### src/rtl/vend_ctrl.sv
// Vending-machine sequencer: accumulates coin credit, vends on buy, and
// returns leftover credit as a train of unit change pulses.
module vend_ctrl #(
  parameter int PRICE      = 7,
  parameter int MAX_CREDIT = 20,
  parameter int CREDIT_W   = 5
) (
  input  logic                clk,
  input  logic                rst_n,
  input  logic [1:0]          coin_code,
  input  logic                coin_present,
  input  logic                buy,
  input  logic                cancel,
  output logic [CREDIT_W-1:0] credit,
  output logic                dispense,
  output logic                change_pulse,
  output logic                coin_reject,
  output logic                busy
);

  typedef enum logic [1:0] {
    IDLE   = 2'd0,
    CREDIT = 2'd1,
    VEND   = 2'd2,
    CHANGE = 2'd3
  } state_t;

  localparam logic [CREDIT_W:0]   MAX_W   = (CREDIT_W+1)'(MAX_CREDIT);
  localparam logic [CREDIT_W-1:0] PRICE_W = CREDIT_W'(PRICE);
  localparam logic [CREDIT_W-1:0] ONE_W   = CREDIT_W'(1);

  state_t              state_reg;
  logic [CREDIT_W-1:0] credit_reg;
  logic                dispense_reg;
  logic                change_reg;
  logic                reject_reg;
  logic                busy_reg;

  logic [2:0]          level_vec;
  logic [2:0]          event_vec;
  logic                coin_evt;
  logic                buy_evt;
  logic                cancel_evt;
  logic [CREDIT_W:0]   coin_val;
  logic [CREDIT_W:0]   sum_next;
  logic                coin_fits;

  assign level_vec = {cancel, buy, coin_present};

  // Previous-value registers reset high so a level held across reset
  // release is not mistaken for a fresh press.
  for (genvar gi = 0; gi < 3; gi++) begin : g_edge
    logic prev_reg;
    always_ff @(posedge clk or negedge rst_n) begin
      if (!rst_n) prev_reg <= 1'b1;
      else        prev_reg <= level_vec[gi];
    end
    assign event_vec[gi] = level_vec[gi] & ~prev_reg;
  end

  assign coin_evt   = event_vec[0];
  assign buy_evt    = event_vec[1];
  assign cancel_evt = event_vec[2];

  always_comb begin
    coin_val = '0;
    case (coin_code)
      2'b00:   coin_val = (CREDIT_W+1)'(1);
      2'b01:   coin_val = (CREDIT_W+1)'(2);
      2'b10:   coin_val = (CREDIT_W+1)'(5);
      default: coin_val = (CREDIT_W+1)'(10);
    endcase
  end

  // One extra bit so the ceiling test can never be fooled by wrap-around.
  assign sum_next  = {1'b0, credit_reg} + coin_val;
  assign coin_fits = (sum_next <= MAX_W);

  always_ff @(posedge clk or negedge rst_n) begin
    if (!rst_n) begin
      state_reg    <= IDLE;
      credit_reg   <= '0;
      dispense_reg <= 1'b0;
      change_reg   <= 1'b0;
      reject_reg   <= 1'b0;
      busy_reg     <= 1'b0;
    end else begin
      dispense_reg <= 1'b0;
      change_reg   <= 1'b0;
      reject_reg   <= 1'b0;
      case (state_reg)
        IDLE: begin
          busy_reg <= 1'b0;
          if (coin_evt) begin
            if (coin_fits) begin
              credit_reg <= sum_next[CREDIT_W-1:0];
              state_reg  <= CREDIT;
            end else begin
              reject_reg <= 1'b1;
            end
          end
        end
        CREDIT: begin
          if (cancel_evt) begin
            state_reg  <= CHANGE;
            change_reg <= 1'b1;
            busy_reg   <= 1'b1;
            reject_reg <= coin_evt;
          end else if (buy_evt && (credit_reg >= PRICE_W)) begin
            state_reg    <= VEND;
            dispense_reg <= 1'b1;
            busy_reg     <= 1'b1;
            credit_reg   <= credit_reg - PRICE_W;
            reject_reg   <= coin_evt;
          end else if (coin_evt) begin
            if (coin_fits) credit_reg <= sum_next[CREDIT_W-1:0];
            else           reject_reg <= 1'b1;
          end
        end
        VEND: begin
          reject_reg <= coin_evt;
          if (credit_reg != '0) begin
            state_reg  <= CHANGE;
            change_reg <= 1'b1;
          end else begin
            state_reg <= IDLE;
            busy_reg  <= 1'b0;
          end
        end
        CHANGE: begin
          // Each cycle here is one pulse; leave on the edge credit hits zero.
          reject_reg <= coin_evt;
          credit_reg <= credit_reg - ONE_W;
          if (credit_reg == ONE_W) begin
            state_reg <= IDLE;
            busy_reg  <= 1'b0;
          end else begin
            change_reg <= 1'b1;
          end
        end
        default: begin
          state_reg  <= IDLE;
          credit_reg <= '0;
          busy_reg   <= 1'b0;
        end
      endcase
    end
  end

  assign credit       = credit_reg;
  assign dispense     = dispense_reg;
  assign change_pulse = change_reg;
  assign coin_reject  = reject_reg;
  assign busy         = busy_reg;

endmodule

### config.mk
export PLATFORM = sky130hd
export DESIGN_NAME = vend_ctrl
export DESIGN_NICKNAME = d
export VERILOG_FILES = /design/src/rtl/vend_ctrl.sv
export SDC_FILE = /design/constraint.sdc
export NUM_CORES = 1
export LEC_CHECK = 0
export ABC_CLOCK_PERIOD_IN_PS = 2750
export CORE_ASPECT_RATIO = 0.75
export CORE_MARGIN = 8
export CORE_UTILIZATION = 54
export CTS_CLUSTER_SIZE = 24
export DETAILED_ROUTE_END_ITERATION = 7
export PLACE_DENSITY = 0.78
export SLEW_MARGIN = 20
export SYNTH_ARGS = -nofsm -noshare
export SYNTH_HDL_FRONTEND = slang
export SYNTH_SLANG_ARGS = --single-unit
### constraint.sdc
create_clock -name clk -period 2.75 [get_ports clk]
set_clock_uncertainty 0.1 [all_clocks]
set_input_delay 0.55 -clock clk [delete_from_list [all_inputs] [get_ports clk]]
set_output_delay 0.55 -clock clk [all_outputs]
set_load 0.03 [all_outputs]
# Yosys cells after proc, flatten, opt, wreduce, memory -nomap -nowiden
# Cells that the tools add are included.
# op_classes
muxes	30
eq_ne	12
add_sub_neg	3
n_lt_le_gt_ge	2
reduce_logical	9
n_bitwise	6
# op_table
cell	count
$mux W5	4
$pmux W5 S3	1
$mux W1	14
$mux W2	6
$pmux W4 S3	1
$ne A2 B2 Y1 const B	5
$pmux W2 S4	1
$add A5 B6 Y6	1
$eq A2 B2 Y1 const B	3
$le A6 B5 Y1 const B	1
$pmux W1 S3	2
$eq A5 B1 Y1 const B	1
$ge A5 B3 Y1 const B	1
$reduce_bool A5 Y1	1
$sub A5 B1 Y5 const B	1
$sub A5 B3 Y5 const B	1
$eq A2 B1 Y1 const B	2
$logic_not A2 Y1	2
$pmux W1 S4	1
$reduce_and A4 Y1	1
$and A1 B1 Y1	3
$ne A3 B3 Y1 const B	1
$not A1 Y1	3
$reduce_and A3 Y1	1
other kinds (4)	4
# totals
out_inout_bits	9
register_bits	14
word_cells	71

# Logic depth before layout (Yosys ltp)
# Gate-level depths: netlist of run 1.
# logic_depth
word_depth	9
depth_mapped	8
depth_no_buf	8

# Worst setup path after synthesis of run 1
# No wires, ideal clock.
# synth_path
path_type	in2reg
startpoint	input coin_code[0]
endpoint	register credit_reg[3], in the netlist credit[3]
slack_ps	409
path_stages	8
t_arrival_ps	2101
cell_sequence	and2_1 -> ha_1 -> buf_6 -> and3_4 -> a2111oi_4 -> nand2_1 -> o22ai_1 -> o221ai_1
# synth_via
elab_chain_len	9
word_cells_on_any_way	11
cone_classes	1 x add/sub; 1 x order compare; 2 x eq/ne; 6 x mux; 1 x reduce/logical
# synth_lines
item	line_no	source
from (decl)	10	input logic [1:0] coin_code,
$eq A2 B2 Y1, or another cell as far along	67	case (coin_code)
$pmux W4 S3 *	67	
$add A5 B6 Y6 *	76	assign sum_next = {1'b0, credit_reg} + coin_val;
$le A6 B5 Y1	77	assign coin_fits = (sum_next <= MAX_W);
$mux W5 *	95, 116	
$mux W5 *	94	if (coin_evt) begin
$mux W5	109	end else if (buy_evt && (credit_reg >= PRICE_W)) begin
$mux W5	104	if (cancel_evt) begin
$pmux W5 S3 *	91	case (state_reg)
to (signal assigned)	96	credit_reg <= sum_next[CREDIT_W-1:0];
to (signal assigned)	113	credit_reg <= credit_reg - PRICE_W;
to (signal assigned)	116	if (coin_fits) credit_reg <= sum_next[CREDIT_W-1:0];
to (decl)	33	logic [CREDIT_W-1:0] credit_reg;
# Mark *: on every way between the ends. The rest lies on a longest branch, timed or not. The select of a mux whose other input is x is not followed.
# A chain may end at the register's enable or synchronous reset.

# Final worst setup path of run 1
# Same ends and word-level chain as after synthesis.

==> results of run 1 <==
==> per-layer routing <==
| metal | vias up | part of all wire | track usage |
|---|---|---|---|
| li1 | 539 | - | - |
| met1 | 528 | 0.45 | 0.1949 |
| met2 | 67 | 0.43 | 0.2398 |
| met3 | 8 | 0.11 | 0.07343 |
| met4 | 0 | 0.0093 | 0.02065 |
| met5 | - | 0 | 0 |
==> cell families after synthesis <==
kind of cell | after synthesis | share of synthesized area
AOI/OAI and AO/OA | 48 | 0.3107
and+or+nand+nor | 41 | 0.1986
DFF | 14 | 0.2912
buffers and inverters | 12 | 0.05966
adders and majority gates | 8 | 0.08847
xor gates and xnor gates | 6 | 0.04321
muxes | 1 | 0.008231
==> worst max-delay path, delay by kind of cell <==
kind / cells / cell delay, ns
AO/OA/AOI/OAI: 4 / 0.94
buffers and inverters: 2 / 0.62
adder cells (fa/ha/maj): 2 / 0.60
AND/OR/NAND/NOR: 1 / 0.12
==> worst max-delay path by stage <==
stage	start	slack (ns)	to
after CTS	coin_code[0]	0.01	credit[3]
after global routing	coin_code[0]	-0.01	credit[3]
final	coin_code[0]	0.04	credit[3]
after detailed placement	coin_code[0]	-0.33	credit[3]
after global placement	coin_code[0]	-0.27	credit[3]
after floorplan	coin_code[0]	0.41	credit[3]
==> layout make-up <==
cell class              instances  area, sq um  area share
well taps                      25        31.28     0.02075
clock buffers                   4        36.28     0.02407
flip-flops and latches         14        354.1      0.2349
multi-input cells             104        819.5      0.5436
repair buffers                 27        240.2      0.1593
inverters                       7        26.28     0.01743
==> cells in the final DEF (no fill, tap or decap), drive strengths merged, types with 2 or more instances in the layout <==
master / instances
a211o: 2
xor2: 2
a21boi: 2
o211ai: 2
a211oi: 5
nand2b: 6
clkbuf: 4
inv: 7
buf: 12
o21ai: 12
dfrtp: 11
nand3: 3
a21o: 2
o221ai: 3
nand2: 9
clkdlybuf4s50: 15
and2: 2
o22ai: 3
ha: 7
xnor2: 4
and3: 2
nor2: 8
a21oi: 10
dfstp: 3
nor2b: 3
==> power groups by stage <==
stage | Combinational, mW | Clock [mW] | Sequential [mW]
floorplan | 0.861 | 0 | 0.464
global placement | 1.27 | 0 | 0.398
detailed placement | 1.31 | 0 | 0.402
CTS | 1.34 | 0.157 | 0.400
global route | 1.48 | 0.168 | 0.420
finish | 1.37 | 0.160 | 0.406
==> per-stage QoR <==
stage / utilization / hold WS (ns) / setup slack [ns] / setup TNS (ns) / cell area, sq um
after CTS: 0.6751 / 0.3952 / 0.01490 / 0 / 1495
after detailed placement: 0.6508 / 0.3771 / -0.3264 / -2.004 / 1441
after floorplan: - / 0.1544 / 0.4089 / 0 / 1216
final: 0.6808 / 0.3890 / 0.04357 / 0 / 1508
after global placement: 0.6508 / 0.3648 / -0.2743 / -1.577 / 1441
after global routing: 0.6808 / 0.4396 / -0.01350 / -0.01350 / 1508
==> timing repair <==
| action | in CTS | in global routing |
|---|---|---|
| setup endpoints to repair | 2 | 7 |
| gates resized for setup | 3 | 2 |
| pin swaps | 2 | 1 |
| cloned | 0 | 0 |
==> flow_summary.yaml, run 1 <==
synthesis:
  synth_area_per_cell_sq_um: 9.355
  synth_top_area_share: 0.2263
  synth_edf_count: 0
  synth_nets: 145
  yosysTopAreaCell: "dfrtp_1"
  ys_ff_latch: 14
  async_reset_ff_frac: 1.000
  syn_area_sq_um: 1216
  synth.distinct_cells: 47
  ys_warn_count: 0
  synth_ff_type: "dfrtp_1"
  synth.most_common_cell: "dfrtp_1"
  ys_seq_area_frac: 0.2912
  synth_common_cells: "dfrtp_1, a21oi_1, nand2_1, o21ai_0, nor2_1"
  yosys-top-cells-area: "dfrtp_1, ha_1, dfstp_2"
  postSynthCellCount: 130
power_and_ir_drop:
  p_int_mw: 0.9862
  leakage_nw: 0.6262
  switching_share: 0.4913
  sequentialPowerShare: 0.209
  p_per_area_nw_per_um2: 1286
  ir_drop_mv: 0.5879
  p_clk_frac: 0.083
  power_mw: 1.939
  p_sw_mw: 0.9523
  combPwrFrac: 0.708
hold_path:
  min_to: "busy"
  min_path_cells: 2
  hold_path_class: "reg2reg"
  worstHoldStart: "busy"
timing:
  drv_slew: 0
  fin_crit_sh: 0.9842
  fin_crit_ns: 2.706
  finalSetupViolations: 0
  fmax_mhz: 369.5
  tightest_slew_ns: 0.6191
  hold_viol_final: 0
  slew_headroom: 0.5860
grt:
  grt_max_degree: 15
  gr-usage-all-layers: 0.1550
  grt_overflow: 0
  grt_pass1_wl_mm: 5.064
  antenna_found_initial: 0
  grt_pass1_vias: 1077
placement:
  gp_congestion: 0.8835
  place_inst: 177
  dp_hpwl_mm: 2.410
  port_buffers: 15
routing:
  drc: 0
  wire_per_inst_um: 17.17
  wl_mm: 3.107
  vias: 1142
  vias_per_cell: 6.309
  drt.antenna.violating_nets: 0
  drtIter0Drc: 60
  first_pass_iters: 4
cts:
  clock-sinks: 14
  clk_latency_ns: 0.30
  clk_pin_slew_ns: 0.10
  cts.path.max_buffers: 2
  hold_buffers: 0
  root_buffer: "clkbuf_4"
  cts_tree: "yes"
  post_cts_buffers: 0
  cts_buffers: 3
  htreeDepth: 1
floorplan:
  core-area_sq_um: 2215
  die_h_um: 57.10
  die-area_sq_um: 4043
  io_pins: 16
  start_util: 0.5492
  num_rows: 15
  die_w_um: 70.80
setup_path:
  r2r_setup_slack_ns: 0.44
  max_stage_delay_ns: 0.55
  crit_type: "in2reg"
  startpoint_type: "input pin"
  reg2reg_from: "credit[1]"
  cp-end-kind: "flip-flop"
  required_ns: 2.87
  reg2reg_to: "credit[3]"
  reg2reg_depth: 7
  arrival_ns: 2.82
  slowest_stage: "clkdlybuf4s50_1"
  worstPathMaxFanout: 7
  crit_chain: "clkdlybuf4s50_1, inv_1, ha_1, fa_2, nand3_1, a21boi_0, a311oi_4, o22ai_1, o221ai_1"
cells_and_area:
  fillCellCount: 181
  antenna_cells: 0
  final_layout_size_suffix_gt1_frac: 0.2051
  area_growth_pct: 23.97
  largest_reg_flops: 5
  final_cells: 181
  nets: 172
run_status:
  status: "finished clean"
flow_run:
  maxCapViolations: 0
No activity file was read; power rests on OpenSTA's default activity.
==> run 2, diff against run 1 <==
--- a/config.mk
+++ b/config.mk
@@ -6,12 +6,14 @@
 export NUM_CORES = 1
 export LEC_CHECK = 0
 export ABC_CLOCK_PERIOD_IN_PS = 2750
+export CELL_PAD_IN_SITES_DETAIL_PLACEMENT = 1
+export CELL_PAD_IN_SITES_GLOBAL_PLACEMENT = 2
 export CORE_ASPECT_RATIO = 0.75
 export CORE_MARGIN = 8
-export CORE_UTILIZATION = 54
+export CORE_UTILIZATION = 34
 export CTS_CLUSTER_SIZE = 24
 export DETAILED_ROUTE_END_ITERATION = 7
-export PLACE_DENSITY = 0.78
+export PLACE_DENSITY_LB_ADDON = 0.1
 export SLEW_MARGIN = 20
 export SYNTH_ARGS = -nofsm -noshare
 export SYNTH_HDL_FRONTEND = slang
==> run 2 against run 1 <==
  * First-iteration DRC count fell by 20%
  * Critical path type unchanged
  * Clock-buffer cell count did not move
  * Clock power rose by 29%
  * Cell count rose by 7.7%
  * Hold slack improved by 0.0020 ns
  * Highest routed layer unchanged
  * Routed wire length rose by 15%
  * Critical path depth did not move
  * Maximum frequency rose by 3.3%
  * Power rose by 2.3%
  * Combinational power barely moved
  * Sequential share of layout area fell by 0.44 points
  * Setup slack improved by 0.087 ns
==> flow_summary.yaml, run 2 (synthesized netlist as in run 1, its figures left out) <==
cts:
  clock-sinks: 14
  clk_latency_ns: 0.25
  cts.path.max_buffers: 2
  clk_pin_slew_ns: 0.06
  htreeDepth: 1
  cts_buffers: 3
  root_buffer: "clkbuf_8"
  cts_tree: "yes"
  hold_buffers: 0
grt:
  antenna_found_initial: 0
  grt_max_degree: 15
  grt_overflow: 0
  grt_pass1_wl_mm: 6.244
  gr-usage-all-layers: 0.1378
  grt_pass1_vias: 1168
cells_and_area:
  antenna_cells: 0
  multi_input_comb_area_sq_um: 819.5
  area_growth_pct: 26.34
  fillCellCount: 392
  final_common_cell: "clkdlybuf4s50_1"
  most-common-layout-cells: "clkdlybuf4s50_1, dfrtp_1, buf_4"
  nets: 171
  final_core_util: 0.4579
  largest_reg_flops: 5
  final_layout_size_suffix_gt1_frac: 0.2065
  regArea_sq_um: 354.1
power_and_ir_drop:
  ir_drop_mv: 0.4386
  switching_share: 0.4908
  leakage_nw: 0.6273
  sequentialPowerShare: 0.210
  combPwrFrac: 0.686
  p_int_mw: 1.010
  p_per_area_nw_per_um2: 1291
  p_clk_frac: 0.104
  p_sw_mw: 0.9734
  power_mw: 1.983
routing:
  drt.antenna.violating_nets: 0
  drc: 0
  drtIter0Drc: 48
  vias_per_cell: 5.682
  first_pass_iters: 4
  vias: 1108
  wire_per_inst_um: 18.38
  wl_mm: 3.584
timing:
  drv_slew: 0
  fin_crit_sh: 0.9525
  layout_setup_ws_ns: 0.1307
  finalSetupViolations: 0
  tightest_slew_ns: 0.7198
  fmax_mhz: 381.8
  hold_viol_final: 0
  fin_crit_ns: 2.619
  slew_headroom: 0.5138
setup_path:
  path_depth: 9
  crit_type: "in2reg"
  cp-end-kind: "flip-flop"
  cp_num_buf_inv: 2
  crit_chain: "clkdlybuf4s50_1, nor2b_1, ha_2, nor2b_4, a221oi_4, a311oi_4, buf_4, a211o_1, o221ai_1"
  max_stage_delay_ns: 0.48
  required_ns: 2.81
  startpoint_type: "input pin"
  reg2reg_depth: 8
  slowest_stage: "clkdlybuf4s50_1"
  worstPathMaxFanout: 7
  arrival_ns: 2.68
  crit_family: "compound AO/OA/AOI/OAI gates"
floorplan:
  core-area_sq_um: 3356
  die_h_um: 67.80
  io_pins: 16
  start_util: 0.3624
  die-area_sq_um: 5767
  num_rows: 18
  die_w_um: 85.06
run_status:
  status: "finished clean"
hold_path:
  min_path_cells: 2
  hold_path_class: "reg2reg"
placement:
  dp_hpwl_mm: 2.710
  post-place-ws_ns: -0.3497
  port_buffers: 15
  gp_congestion: 0.7851
flow_run:
  maxCapViolations: 0
==> run 2: power groups by stage <==
stage	sequential, mW	combinational, mW	clock, mW
final	0.417	1.36	0.207
after detailed placement	0.417	1.27	0
after global placement	0.413	1.25	0
after floorplan	0.464	0.861	0
after global routing	0.435	1.50	0.224
after CTS	0.411	1.30	0.213
==> run 2: final cells by class <==
| type | instances | share of cell area |
|---|---|---|
| Sequential cell | 14 | 0.2305 |
| Multi-Input combinational cell | 104 | 0.5334 |
| Inverter | 7 | 0.01710 |
| Clock buffer | 4 | 0.03583 |
| Tap cell | 40 | 0.03257 |
| Timing Repair Buffer | 26 | 0.1507 |
==> run 2: routing by layer <==
metal / part of all wire / track usage / vias to the layer above
met5: 0 / 0 / -
met4: 0.0070 / 0.01987 / 0
met3: 0.049 / 0.04121 / 6
met2: 0.41 / 0.1981 / 30
met1: 0.53 / 0.1990 / 539
li1: - / - / 533
==> run 2: worst paths after layout <==
check | from | endpoint | slack [ns]
worst max-delay path | coin_code[1] | credit[3] | 0.13
worst min-delay path | busy | busy | 0.39
worst max register to register | credit[0] | credit[3] | 0.44
worst min register to register | busy | busy | 0.39
max in group asynchronous | rst_n | credit[2] | 1.49
min in group asynchronous | rst_n | state_reg[1] | 0.62
==> run 2: through the flow <==
stage	hold slack, ns	cell area [sq um]	setup TNS (ns)	std cells
CTS	0.3972	1499	0	193
detailed placement	0.3824	1438	-2.110	189
finish	0.3910	1536	0	195
global route	0.4425	1536	-0.03878	195
global placement	0.3598	1438	-1.554	189
floorplan	0.1544	1216	0	130
==> run 2: tightest hold or removal path: cells and delay by family (launching register included) <==
family / cells / cell delay, ns
and+or+nand+nor: 1 / 0.05
AOI/OAI and AO/OA: 1 / 0.06
DFF: 1 / 0.34
==> run 2: what timing repair did <==
| item | in CTS | in global routing |
|---|---|---|
| gates resized for setup | 2 | 6 |
| pin swaps | 2 | 2 |
| setup buffers | 0 | 2 |
| cloned | 0 | 0 |
| setup endpoints to repair | 6 | 7 |
==> run 3, diff against run 2 <==
--- a/config.mk
+++ b/config.mk
@@ -9,7 +9,7 @@
 export CELL_PAD_IN_SITES_DETAIL_PLACEMENT = 1
 export CELL_PAD_IN_SITES_GLOBAL_PLACEMENT = 2
 export CORE_ASPECT_RATIO = 0.75
-export CORE_MARGIN = 8
+export CORE_MARGIN = 1
 export CORE_UTILIZATION = 34
 export CTS_CLUSTER_SIZE = 24
 export DETAILED_ROUTE_END_ITERATION = 7
==> constraint.sdc (replaced) <==
create_clock -name clk -period 2.75 [get_ports clk]
set_clock_uncertainty 0.1 [all_clocks]
set_input_delay 0.275 -clock clk [delete_from_list [all_inputs] [get_ports clk]]
set_output_delay 0.275 -clock clk [all_outputs]
set_load 0.03 [all_outputs]
==> run 3 against run 2 <==
  * Register-to-register slack got worse by 0.07 ns
  * Cell count decreased by 1.5%
  * Clock power increased by 3%
  * Hold slack got worse by 0.041 ns
  * Die area decreased by 34%
  * Clock-buffer cell count unchanged
  * Routed wire length increased by 1.8%
  * Sequential share of layout area increased by 0.80 points
  * Non-clock buffer count decreased by 3
  * Critical path type unchanged
  * Critical path depth unchanged
  * First-iteration DRC count increased by 48%
  * Sequential power decreased by 3%
  * Critical endpoint is now credit[0]
==> flow_summary.yaml, run 3 (synthesized netlist as in run 1, its figures left out) <==
cells_and_area:
  most-common-layout-cells: "clkdlybuf4s50_1, dfrtp_1, a21oi_1"
  final_common_cell: "clkdlybuf4s50_1"
  area_growth_pct: 22.12
  nets: 168
  final_layout_size_suffix_gt1_frac: 0.1579
  largest_reg_flops: 5
  antenna_cells: 0
  final_core_util: 0.4426
  fin_area_sq_um: 1485
  fillCellCount: 396
routing:
  drt.antenna.violating_nets: 0
  vias: 1115
  wl_mm: 3.650
  first_pass_iters: 6
  drc: 0
  wire_per_inst_um: 19.01
  drtIter0Drc: 71
  vias_per_cell: 5.807
timing:
  whs_ns: 0.3502
  slew_headroom: 0.4750
  final.setup.tns_ns: 0
  finalSetupViolations: 0
  tightest_slew_ns: 0.7774
  fin_crit_sh: 0.9310
  drv_slew: 0
  hold_viol_final: 0
  layout_setup_ws_ns: 0.1897
  fmax_mhz: 390.6
  fin_crit_ns: 2.560
  rsz0062_at_grt: "false"
grt:
  grt_pass1_wl_mm: 5.796
  gr-usage-all-layers: 0.2113
  grt_pass1_vias: 1075
  grt_overflow: 0
  antenna_found_initial: 0
  grt_max_degree: 15
placement:
  port_buffers: 15
  post-place-ws_ns: -0.04115
  dp_hpwl_mm: 2.775
  gp_congestion: 0.8432
  postPlaceCellArea_sq_um: 1430
setup_path:
  slowest_stage: "clkdlybuf4s50_1"
  arrival_ns: 2.58
  cp_num_buf_inv: 2
  crit_family: "adder cells"
  cp-end-kind: "flip-flop"
  max_stage_delay_ns: 0.54
  required_ns: 2.77
  startpoint_type: "input pin"
  crit_chain: "clkdlybuf4s50_1, inv_1, ha_1, fa_1, xor2_1, o21ai_2, a311oi_4, nand2b_1, o211ai_1"
  worstPathMaxFanout: 7
  crit_type: "in2reg"
cts:
  cts.path.max_buffers: 2
  htreeDepth: 1
  clock-sinks: 14
  cts_tree: "yes"
  cts_resized: 0
  hold_buffers: 0
  post_cts_buffers: 0
  root_buffer: "clkbuf_8"
  cts_buffers: 3
  clk_latency_ns: 0.26
  clk_pin_slew_ns: 0.07
floorplan:
  io_pins: 16
  die_h_um: 53.80
  num_rows: 18
  start_util: 0.3624
  die-area_sq_um: 3823
  die_w_um: 71.06
  core-area_sq_um: 3356
power_and_ir_drop:
  ir_drop_mv: 0.5030
  leakage_nw: 0.6115
  p_per_area_nw_per_um2: 1298
hold_path:
  hold_path_class: "in2async"
flow_run:
  maxCapViolations: 0
run_status:
  status: "finished clean"
run 3: worst register-to-register path, cell delays in order (launching register included):
cell	delay, ns
dfrtp_1	0.42
buf_4	0.19
ha_1	0.26
a211oi_2	0.31
a21oi_1	0.20
and4_1	0.24
o21ai_0	0.32
o221ai_1	0.20
run 3: final cells by class:
| class | instances | area (sq um) | share of cell area |
|---|---|---|---|
| flip-flops and latches | 14 | 354.1 | 0.2384 |
| inverters | 7 | 26.28 | 0.01769 |
| clock buffers | 4 | 55.05 | 0.03707 |
| repair buffers | 23 | 210.2 | 0.1415 |
| multi-input cells | 104 | 789.5 | 0.5316 |
| well taps | 40 | 50.05 | 0.03370 |
run 3: routing by layer:
layer  vias up  part of all wire  track usage  routed length, um
met3         4             0.047      0.04120                171
met1       552              0.53       0.3072               1923
met5         -                 0            0                  0
met2        32              0.41       0.3141               1513
met4         0             0.012      0.07000                 42
li1        527                 -            -                  -
run 3: final timing paths:
check                                   from                 end  slack (ns)  cells past startpoint
worst min-delay path                   rst_n        state_reg[1]        0.35                      1
max in group asynchronous              rst_n           credit[0]        1.74                      1
min in group clk                coin_present  g_edge[0].prev_reg        0.36                      1
worst max-delay path            coin_code[0]           credit[0]        0.19                      9
worst max register to register     credit[0]           credit[1]        0.37                      7
worst min register to register          busy                busy        0.44                      2
run 3: power by group:
| group | leakage, nW | total [mW] | internal [mW] | switching, mW |
|---|---|---|---|---|
| Clock | 0.0288 | 0.214 | 0.127 | 0.0871 |
| Sequential | 0.162 | 0.406 | 0.280 | 0.126 |
| Combinational | 0.420 | 1.31 | 0.548 | 0.759 |
| Total | 0.611 | 1.93 | 0.956 | 0.972 |
run 3: stage by stage:
step / power (mW) / cells
6_report: 1.928 / 192
5_1_grt: 2.054 / 192
4_1_cts: 1.925 / 192
3_5_place_dp: 1.697 / 188
3_3_place_gp: 1.655 / 188
2_1_floorplan: 1.324 / 130
